===== src/rtl/branch_predict_unit.sv =====
`default_nettype none
// ============================================================================
// Module   : branch_predict_unit
// Brief    : Direct-mapped BTB with 2-bit saturating counters for fetch-time
//            prediction, plus EX-stage branch resolution, table training,
//            a registered mispredict/redirect pulse and event counters.
// Revision : 1.0 - initial release
// ============================================================================
module branch_predict_unit #(
  parameter int XLEN    = 32,
  parameter int ENTRIES = 16
) (
  input  logic            clk,
  input  logic            rst,
  // fetch-side prediction
  input  logic [XLEN-1:0] if_pc,
  output logic            pred_hit,
  output logic            pred_taken,
  output logic [XLEN-1:0] pred_target,
  // execute-side resolution
  input  logic            ex_valid,
  input  logic            ex_branch,
  input  logic            ex_jump,
  input  logic [2:0]      ex_funct3,
  input  logic [XLEN-1:0] ex_op1,
  input  logic [XLEN-1:0] ex_op2,
  input  logic [XLEN-1:0] ex_pc,
  input  logic [XLEN-1:0] ex_target,
  input  logic            ex_pred_taken,
  input  logic [XLEN-1:0] ex_pred_target,
  output logic            ex_taken,
  output logic            mispredict,
  output logic [XLEN-1:0] redirect_pc,
  output logic [31:0]     resolved_count,
  output logic [31:0]     mispredict_count
);

  localparam int              c_IDX     = $clog2(ENTRIES);
  localparam int              c_TAG     = XLEN - c_IDX - 2;
  localparam logic [XLEN-1:0] c_PC_STEP = XLEN'(4);
  localparam logic [1:0]      c_CTR_RST = 2'b01;
  localparam logic [1:0]      c_CTR_MAX = 2'b11;
  localparam logic [1:0]      c_CTR_NEW = 2'b10;

  // BTB storage; only valid and counters carry a reset value
  logic [ENTRIES-1:0] r_valid;
  logic [1:0]         r_ctr    [ENTRIES];
  logic [c_TAG-1:0]   r_tag    [ENTRIES];
  logic [XLEN-1:0]    r_target [ENTRIES];

  logic               r_mispredict;
  logic [XLEN-1:0]    r_redirect_pc;
  logic [31:0]        r_resolved;
  logic [31:0]        r_mispred_cnt;

  // fetch lookup
  logic [c_IDX-1:0]   w_if_idx;
  logic [c_TAG-1:0]   w_if_tag;
  // execute lookup
  logic [c_IDX-1:0]   w_ex_idx;
  logic [c_TAG-1:0]   w_ex_tag;
  logic               w_ex_hit;
  logic [1:0]         w_ex_ctr;
  // resolution
  logic               w_cond;
  logic               w_cond_known;
  logic               w_resolve;
  logic               w_tbl_wr;
  logic [1:0]         w_ctr_new;
  logic               w_mispred;
  logic [XLEN-1:0]    w_correct_pc;

  assign w_if_idx    = if_pc[c_IDX+1:2];
  assign w_if_tag    = if_pc[XLEN-1:c_IDX+2];
  assign pred_hit    = r_valid[w_if_idx] && (r_tag[w_if_idx] == w_if_tag);
  assign pred_taken  = pred_hit && r_ctr[w_if_idx][1];
  assign pred_target = pred_taken ? r_target[w_if_idx] : (if_pc + c_PC_STEP);

  assign w_ex_idx    = ex_pc[c_IDX+1:2];
  assign w_ex_tag    = ex_pc[XLEN-1:c_IDX+2];
  assign w_ex_hit    = r_valid[w_ex_idx] && (r_tag[w_ex_idx] == w_ex_tag);
  assign w_ex_ctr    = r_ctr[w_ex_idx];

  // Branch condition evaluation; funct3 010/011 are not branch encodings
  always_comb begin
    w_cond       = 1'b0;
    w_cond_known = 1'b1;
    case (ex_funct3)
      3'b000:  w_cond = (ex_op1 == ex_op2);
      3'b001:  w_cond = (ex_op1 != ex_op2);
      3'b100:  w_cond = ($signed(ex_op1) <  $signed(ex_op2));
      3'b101:  w_cond = ($signed(ex_op1) >= $signed(ex_op2));
      3'b110:  w_cond = (ex_op1 <  ex_op2);
      3'b111:  w_cond = (ex_op1 >= ex_op2);
      default: w_cond_known = 1'b0;
    endcase
  end

  assign ex_taken     = ex_jump ? 1'b1 : (ex_branch ? w_cond : 1'b0);
  assign w_resolve    = ex_valid && (ex_branch || ex_jump);
  assign w_correct_pc = ex_taken ? ex_target : (ex_pc + c_PC_STEP);

  // Only real branches/jumps train the table; a not-taken miss allocates nothing
  assign w_tbl_wr = w_resolve && !rst && (ex_jump || w_cond_known) &&
                    (w_ex_hit || ex_taken);

  // New counter value: jumps pin strongly-taken, fresh branches start weakly-taken
  always_comb begin
    w_ctr_new = w_ex_ctr;
    if (ex_jump) begin
      w_ctr_new = c_CTR_MAX;
    end else if (!w_ex_hit) begin
      w_ctr_new = c_CTR_NEW;
    end else if (ex_taken) begin
      if (w_ex_ctr != c_CTR_MAX) w_ctr_new = w_ex_ctr + 2'd1;
    end else begin
      if (w_ex_ctr != 2'b00) w_ctr_new = w_ex_ctr - 2'd1;
    end
  end

  // A non-control instruction predicted taken means an aliased BTB entry
  always_comb begin
    w_mispred = 1'b0;
    if (ex_valid) begin
      if (w_resolve) begin
        w_mispred = (ex_taken != ex_pred_taken) ||
                    (ex_taken && ex_pred_taken && (ex_target != ex_pred_target));
      end else begin
        w_mispred = ex_pred_taken;
      end
    end
  end

  // Valid bits and counters: reset, then trained on resolve events
  always_ff @(posedge clk) begin
    if (rst) begin
      r_valid <= '0;
      for (int i = 0; i < ENTRIES; i++) begin
        r_ctr[i] <= c_CTR_RST;
      end
    end else if (w_tbl_wr) begin
      r_valid[w_ex_idx] <= 1'b1;
      r_ctr[w_ex_idx]   <= w_ctr_new;
    end
  end

  // Tag and target capture on taken writes (hit refresh or allocation)
  always_ff @(posedge clk) begin
    if (w_tbl_wr && ex_taken) begin
      r_tag[w_ex_idx]    <= w_ex_tag;
      r_target[w_ex_idx] <= ex_target;
    end
  end

  // Registered redirect pulse and wrapping event counters
  always_ff @(posedge clk) begin
    if (rst) begin
      r_mispredict  <= 1'b0;
      r_redirect_pc <= '0;
      r_resolved    <= '0;
      r_mispred_cnt <= '0;
    end else begin
      r_mispredict <= w_mispred;
      if (w_mispred) r_redirect_pc <= w_correct_pc;
      if (w_resolve) r_resolved    <= r_resolved + 32'd1;
      if (w_mispred) r_mispred_cnt <= r_mispred_cnt + 32'd1;
    end
  end

  assign mispredict       = r_mispredict;
  assign redirect_pc      = r_redirect_pc;
  assign resolved_count   = r_resolved;
  assign mispredict_count = r_mispred_cnt;

endmodule
`default_nettype wire


===== config.mk =====
export PLATFORM = sky130hd
export DESIGN_NAME = branch_predict_unit
export DESIGN_NICKNAME = d
export VERILOG_FILES = /design/src/rtl/branch_predict_unit.sv
export SDC_FILE = /design/constraint.sdc
export NUM_CORES = 2
export LEC_CHECK = 0
export ABC_AREA = 1
export BUFFER_PORTS_ARGS = -buffer_cell sky130_fd_sc_hd__buf_2
export CORE_ASPECT_RATIO = 1.5
export CORE_MARGIN = 5
export CORE_UTILIZATION = 35
export DETAILED_ROUTE_END_ITERATION = 6
export SLEW_MARGIN = 10
export SYNTH_ARGS = -nofsm -noshare
export SYNTH_HDL_FRONTEND = slang
export SYNTH_SLANG_ARGS = --single-unit
export TNS_END_PERCENT = 30

===== constraint.sdc =====
create_clock -name clk -period 10.8 [get_ports clk]
set_input_delay 1.62 -clock clk [delete_from_list [all_inputs] [get_ports clk]]
set_output_delay 1.62 -clock clk [all_outputs]
set_load 0.05 [all_outputs]

* Word-level counts from Yosys, hierarchy flattened
Memories as Yosys holds them, arrays and structs flattened.
Cells that the tools add are included.
Widths: inputs -> output; s select.
** Operators by class
- Muxes and demuxes :: 29
- Eq/ne operators :: 12
- Reduce and logical (&&, ||, !) cells :: 20
- Add/subtract/negate cells :: 6
- $lt $le $gt $ge :: 7
- Bitwise logic cells :: 1
** Operators with widths (number)
- $add 32x1->32 const B :: 2
- $add 32x3->32 const B :: 2
- $ge 32x32->1 :: 2
- $lt 32x32->1 :: 2
- $mux 32 :: 2
- $ne 32x32->1 :: 2
- $eq 26x26->1 :: 2
- $eq 32x32->1 :: 1
- $mux 1 :: 16
- $or 16x16->16 :: 1
- $eq 3x3->1 const B :: 4
- $mux 2 :: 6
- $logic_and 1x1->1 :: 11
- $lt 4x5->1 const B :: 2
- $bmux 1 s4 :: 2
- $pmux 1 s6 :: 1
- $reduce_or 6->1 :: 1
- $demux 1 s4 :: 1
- $ge 4x1->1 const B :: 1
- $logic_or 1x1->1 :: 4
- $mux 4 :: 1
- $eq 3x1->1 const B :: 1
- $logic_not 3->1 :: 1
- $add 2x1->2 const B :: 1
- 6 further kinds :: 6
** Word-level totals
- Memories :: 3
- Input port bits :: 201
- Memory bits (writable) :: 960
- Register bits after elaboration :: 113
** Memories
- r_target :: depth 16, bits a word 32, read ports 1, clocked after memory_dff 0, write ports 1, line 49 : logic [XLEN-1:0] r_target [ENTRIES];
- r_tag :: depth 16, bits a word 26, read ports 2, clocked after memory_dff 0, write ports 1, line 48 : logic [c_TAG-1:0] r_tag [ENTRIES];
- r_ctr :: depth 16, bits a word 2, read ports 2, clocked after memory_dff 0, write ports 16, line 47 : logic [1:0] r_ctr [ENTRIES];

* Logic depth before layout (Yosys ltp)
- Depth after elaboration :: 11
- Depth in mapped cells :: 29
- Depth with buffers taken out :: 28

* Worst setup path after synthesis
Ideal clock, no wire load.
- Path type :: input -> register
- Start point :: in ex_op2[31]
- End point :: mem r_tag[5][0] in the netlist's numbering, enable pin
- Path slack :: 2.832 ns
- Data arrival time :: 7.423 ns
- Library setup time :: 0.545 ns
- Buffers on the path :: 1
- Cell stages on the path :: 17
- Path through :: inv_1 -> ha_1 -> nand2_1 -> nor2_1 -> nand2_1 -> nor3b_2 -> nand2_1 -> nand2_1 -> nand2_1 -> nand3_1 -> nand2_1 -> nand3_1 -> nand2_2 -> nand2_2 -> nand2_1 -> buf_2 -> nor3_1
** Between the ends
- Longest elaborated chain between the ends :: 9
** RTL lines
- start, declared :: line 26 : input logic [XLEN-1:0] ex_op2,
- $ge 32x32->1, or another cell as far along :: line 94 : 3'b111: w_cond = (ex_op1 >= ex_op2);
- $pmux 1 s6 (*) :: line 88 : case (ex_funct3)
- $mux 1 (*) (2 in series) :: line 99 : assign ex_taken = ex_jump ? 1'b1 : (ex_branch ? w_cond : 1'b0);
- $logic_or 1x1->1 :: line 105 : (w_ex_hit || ex_taken);
- $logic_and 1x1->1 :: line 104 : assign w_tbl_wr = w_resolve && !rst && (ex_jump || w_cond_known) &&
- $logic_and 1x1->1 (*) :: line 149 : if (w_tbl_wr && ex_taken) begin
- $mux 1 (*) :: line 149
- $mux 1 (not written as such) (*) :: line 150 : r_tag[w_ex_idx] <= w_ex_tag;
- end, declared :: line 48
Mark *: on every way between the ends. The rest lies on a longest branch, timed or not.

* Worst setup path after layout
- Start point :: in if_pc[2]
- End point :: out pred_target[14]
** Between the ends
- Longest elaborated chain between the ends :: 5
** RTL lines
- start, declared :: line 16 : input logic [XLEN-1:0] if_pc,
- $mem_v2 16x26 or $bmux 1 s4 (tied branches)
- $eq 26x26->1 or $mux 1 (tied branches) :: line 75 : assign pred_hit = r_valid[w_if_idx] && (r_tag[w_if_idx] == w_if_tag);
- $logic_and 1x1->1 :: line 75
- $logic_and 1x1->1 :: line 76 : assign pred_taken = pred_hit && r_ctr[w_if_idx][1];
- $mux 32 (*) :: line 77 : assign pred_target = pred_taken ? r_target[w_if_idx] : (if_pc + c_PC_STEP);
- end, declared :: line 19 : output logic [XLEN-1:0] pred_target,
Mark *: on every way between the ends. The rest lies on a longest branch, timed or not. The select of a mux whose other input is x is not followed.

==> impl_metrics.prom <==
# TYPE chip_impl_metric gauge
chip_impl_metric{name="sequentialPowerShare",unit="%"} 49.0
chip_impl_metric{name="clock_tree.htree_level_count",unit=""} 3
chip_impl_metric{name="critical_path_rt",unit="ns"} 9.18
chip_impl_info{name="tritoncts_clock_tree",value="done"} 1
chip_impl_info{name="layout.cells.most_common_list",value="1218 x sky130_fd_sc_hd__nand2_1, 960 x sky130_fd_sc_hd__edfxtp_1, 626 x sky130_fd_sc_hd__nor2_1"} 1
chip_impl_info{name="synth_top_cells_by_area",value="sky130_fd_sc_hd__edfxtp_1 54%, sky130_fd_sc_hd__nand2_1 8.6%, sky130_fd_sc_hd__o21ai_0 5.2%, sky130_fd_sc_hd__nor2_1 4.5%, sky130_fd_sc_hd__dfxtp_1 4.3%"} 1
chip_impl_metric{name="post-synth-top-area-fraction",unit="%"} 54.29
chip_impl_metric{name="maxSlewViolCount",unit=""} 0
chip_impl_metric{name="placed_cells",unit=""} 7765
chip_impl_metric{name="clock_insertion_delay_worst_skew",unit="ns"} 0.75
chip_impl_metric{name="cts-buffers-inserted",unit=""} 101
chip_impl_metric{name="synth.avg_cell_area",unit="um^2"} 9.412
chip_impl_info{name="worst_setup_path_end_kind",value="output port"} 1
chip_impl_metric{name="clkTransAtPathRegs",unit="ns"} 0.06
chip_impl_metric{name="timing.max_slew.rel_slack",unit="%"} 16.22
chip_impl_metric{name="cell_area_after_synthesis",unit="um^2"} 53100
chip_impl_metric{name="final.fill_count",unit=""} 14840
chip_impl_metric{name="setup_tns",unit="ns"} 0
chip_impl_metric{name="grt_overflow_total",unit=""} 0
chip_impl_metric{name="finalHoldViolations",unit=""} 0
chip_impl_metric{name="achievable-frequency",unit="MHz"} 126.5
chip_impl_metric{name="intPower",unit="W"} 0.006931
chip_impl_metric{name="hpwlAfterDp",unit="mm"} 123.4
chip_impl_metric{name="power_leakage",unit="nW"} 22.58
chip_impl_metric{name="detail_route_antenna_nets",unit=""} 0
chip_impl_metric{name="groute.layer.met1.usage",unit="%"} 29.27
chip_impl_info{name="critPathKind",value="primary input to output port"} 1
chip_impl_metric{name="routed_wire_length_per_instance",unit="um"} 24.22
chip_impl_metric{name="num_vias",unit=""} 43770
chip_impl_info{name="critPathSlowestCell",value="sky130_fd_sc_hd__nand3_1"} 1
chip_impl_metric{name="setup.reg_to_reg.worst_slack",unit="ns"} 7.64
chip_impl_info{name="busiest_metal_layer_after_global_routing",value="met2"} 1
chip_impl_metric{name="p_per_area",unit="nW/um^2"} 156.2
chip_impl_metric{name="clockBufferDepth",unit=""} 3
chip_impl_metric{name="bufs_and_invs_on_worst_path",unit=""} 5
chip_impl_metric{name="cts_setup_buffers",unit=""} 0
chip_impl_metric{name="fraction_of_power_consumed_by_combinational_cells",unit="%"} 11.2
chip_impl_info{name="critical-path-top-delay-family",value="simple AND/OR/NAND/NOR gates"} 1
chip_impl_metric{name="ys_seq_area_share",unit="%"} 58.55
chip_impl_metric{name="clock_sinks",unit=""} 1073
chip_impl_metric{name="syn-num-nets",unit=""} 5883
chip_impl_metric{name="die_h",unit="um"} 487.1
chip_impl_info{name="run_status",value="complete, but fails checks"} 1
chip_impl_metric{name="cts-resized-gates",unit=""} 0
chip_impl_metric{name="ys_ff_latch",unit=""} 1073
chip_impl_metric{name="timing.critical_path.slowest_cell_delay",unit="ns"} 0.80
chip_impl_metric{name="worst_pin_slew",unit="ns"} 1.257
chip_impl_info{name="worstSetupStartpointType",value="primary input"} 1
chip_impl_metric{name="worst_hold_slack",unit="ns"} 0.4657
chip_impl_metric{name="buffer_ports.inserted",unit=""} 332
chip_impl_metric{name="grt_use_met2",unit="%"} 38.57
chip_impl_info{name="cell_chain_critical_path",value="buf_8 > inv_8 > buf_4 > a21oi_1 > o21ai_0 > nand2_1 > nand2_1 > nand2_1 > inv_1 > nand2_1 > nand2_1 > nand2_1 > nor3_1 > nand4_1 > nor2_1 > nand3_1 > o21ai_1 > buf_2"} 1
chip_impl_metric{name="postCtsHoldBufs",unit=""} 0
chip_impl_metric{name="first_global_vias",unit=""} 41320
chip_impl_metric{name="area.growth.synth_to_final",unit="%"} 12.71
chip_impl_metric{name="detail_route.wirelength",unit="mm"} 192.8
chip_impl_metric{name="grt_util_met3",unit="%"} 3.903
chip_impl_metric{name="grt_first_pass_wirelength",unit="mm"} 276.2
chip_impl_metric{name="grt_antenna_before_repair",unit=""} 35
chip_impl_metric{name="synth-warning-count",unit=""} 0
chip_impl_info{name="violations",value="design-rule violations"} 1
chip_impl_metric{name="layout-drive-gt1-share",unit="%"} 11.13
chip_impl_metric{name="critPathArrivalTime",unit="ns"} 6.28
chip_impl_info{name="worstHoldPathType",value="register to register"} 1
chip_impl_metric{name="initial_core_util",unit="%"} 35.10
chip_impl_metric{name="maximum_number_of_pins_on_one_net_before_global_route_repair",unit=""} 235
chip_impl_info{name="layout.cells.most_common",value="sky130_fd_sc_hd__nand2_1"} 1
chip_impl_info{name="clock_tree.root_cell",value="sky130_fd_sc_hd__clkbuf_16"} 1
chip_impl_metric{name="route.detailed.vias_per_inst",unit=""} 5.496
chip_impl_metric{name="drt-pass1-iter-count",unit=""} 7
chip_impl_metric{name="power_switching",unit="W"} 0.002420
chip_impl_metric{name="worst_clock_skew",unit="ns"} 0.05705
chip_impl_metric{name="detailedRoute.firstIterationViolations",unit=""} 4882
chip_impl_metric{name="finish.cell_count_without_fillers",unit=""} 7963
chip_impl_metric{name="finalNetCount",unit=""} 6074
chip_impl_metric{name="post-route-drc-count",unit=""} 4
chip_impl_metric{name="timing.final.setup_violations",unit=""} 0
chip_impl_info{name="synth_area_leader_cell",value="sky130_fd_sc_hd__edfxtp_1"} 1
chip_impl_metric{name="number_of_standard_cell_rows_in_the_floorplan",unit=""} 175
chip_impl_metric{name="core",unit="um^2"} 151300
chip_impl_metric{name="io_pins",unit=""} 333
chip_impl_metric{name="critPathMaxFanout",unit=""} 79
chip_impl_metric{name="irDropWorstVdd",unit="mV"} 0.1261
chip_impl_metric{name="grt_util_all_layers",unit="%"} 23.23
chip_impl_metric{name="dieWidth",unit="um"} 328.0
chip_impl_metric{name="dieArea",unit="um^2"} 159800
chip_impl_metric{name="period_share",unit="%"} 73.19
chip_impl_info{name="grt_setup_unrepaired",value="false"} 1
chip_impl_metric{name="syn-instance-count",unit=""} 5642
chip_impl_metric{name="cap_violations",unit=""} 0
chip_impl_metric{name="final_period_minus_worst_setup_slack",unit="ns"} 7.905
chip_impl_info{name="critPathMostFrequentCell",value="sky130_fd_sc_hd__nand2_1"} 1
chip_impl_metric{name="synth.distinct_cells",unit=""} 56
chip_impl_metric{name="clock_power_share",unit="%"} 39.8
chip_impl_metric{name="switching_share",unit="%"} 25.88
chip_impl_metric{name="routabilityCongestion",unit=""} 0.9446
[synthesized netlist by cell type, drive strengths merged]
library cell  count
a211oi            2
a21o              5
a21oi           315
a221oi            5
a22o              2
a22oi             1
a311oi            1
a31oi             9
and2              4
and3             12
buf             188
clkbuf          138
clkinv            6
dfxtp           113
edfxtp          960
ha               40
inv             492
nand2          1223
nand3           288
nand3b            4
nand4            47
nor2            652
nor3             83
nor3b             4
nor4             20
o211ai          156
o21a              7
o21ai           620
o21bai            1
o221ai           41
o22ai            87
or2               2
or4               2
xnor2            40
xor2             72
[routing by layer]
metal	vias up	part of all wire [%]	wire [um]
met3	451	8.4	16280
met4	28	5.5	10540
met5	-	0.092	178
met2	2145	47	91560
met1	21310	39	74280
li1	19830	-	-
[path summary, 6_finish.rpt]
path / start / end / cells past startpoint
min: redirect_pc[17]$_SDFFE_PP0P_ / redirect_pc[17]$_SDFFE_PP0P_ / 2
max reg2reg: r_tag[5][23]$_DFFE_PP_ / r_ctr[0][0]$_SDFFCE_PN1P_ / 17
max: if_pc[2] / pred_target[14] / 18
min reg2reg: redirect_pc[17]$_SDFFE_PP0P_ / redirect_pc[17]$_SDFFE_PP0P_ / 2
[layout make-up]
| cell class | count | area, um^2 | area share, % |
|---|---|---|---|
| Tap cell | 2035 | 2546 | 4.254 |
| Timing Repair Buffer | 414 | 2356 | 3.936 |
| Clock buffer | 142 | 2855 | 4.770 |
| Sequential cell | 1073 | 31090 | 51.94 |
| Multi-Input combinational cell | 3745 | 18520 | 30.94 |
| Inverter | 498 | 1886 | 3.150 |
| Clock inverter | 42 | 565.5 | 0.9449 |
| Antenna cell | 14 | 35.03 | 0.05853 |
[tightest hold or removal path, cell delays in order, from the launching register on]
cell                      delay (ns)
sky130_fd_sc_hd__dfxtp_1        0.31
sky130_fd_sc_hd__nand2_1        0.06
sky130_fd_sc_hd__a21oi_1        0.05
[through the flow]
| stage | power, W | util, % | setup slack (ns) | instance area (um^2) |
|---|---|---|---|---|
| after floorplan | 0.005295 | - | 2.832 | 53100 |
| after global placement | 0.005696 | 37.27 | 2.994 | 56400 |
| after detailed placement | 0.005704 | 37.27 | 3.035 | 56400 |
| after CTS | 0.009382 | 39.54 | 3.026 | 59820 |
| after global routing | 0.009633 | 39.54 | 2.749 | 59830 |
| final | 0.009351 | 39.56 | 2.895 | 59850 |
[kinds of logic (layout without fill, tap and decap cells)]
family	Yosys count	count (layout)	synth area share (%)
buffers and inverters	824	1096	6.854
AND/OR/NAND/NOR	2341	2341	18.50
flip-flops	1073	1073	58.55
XOR/XNOR	112	112	1.861
AO/OA/AOI/OAI	1252	1252	13.29
other	0	14	0
adder cells (fa/ha/maj)	40	40	0.9425
[sequential cells by signal, indices dropped and copies added (netlist names)]
signal	flops
resolved_count	32
mispredict	1
r_target	512
r_valid	16
r_ctr	32
redirect_pc	32
mispredict_count	32
r_tag	416
[power by group through the flow]
| stage | Clock [W] | Combinational, W | Sequential [W] |
|---|---|---|---|
| after floorplan | 0 | 0.000586 | 0.00471 |
| after global placement | 0 | 0.00103 | 0.00467 |
| after detailed placement | 0 | 0.00104 | 0.00467 |
| after CTS | 0.00376 | 0.00104 | 0.00458 |
| after global routing | 0.00393 | 0.00113 | 0.00458 |
| final | 0.00372 | 0.00105 | 0.00458 |
(Power assumes the default switching activity.)
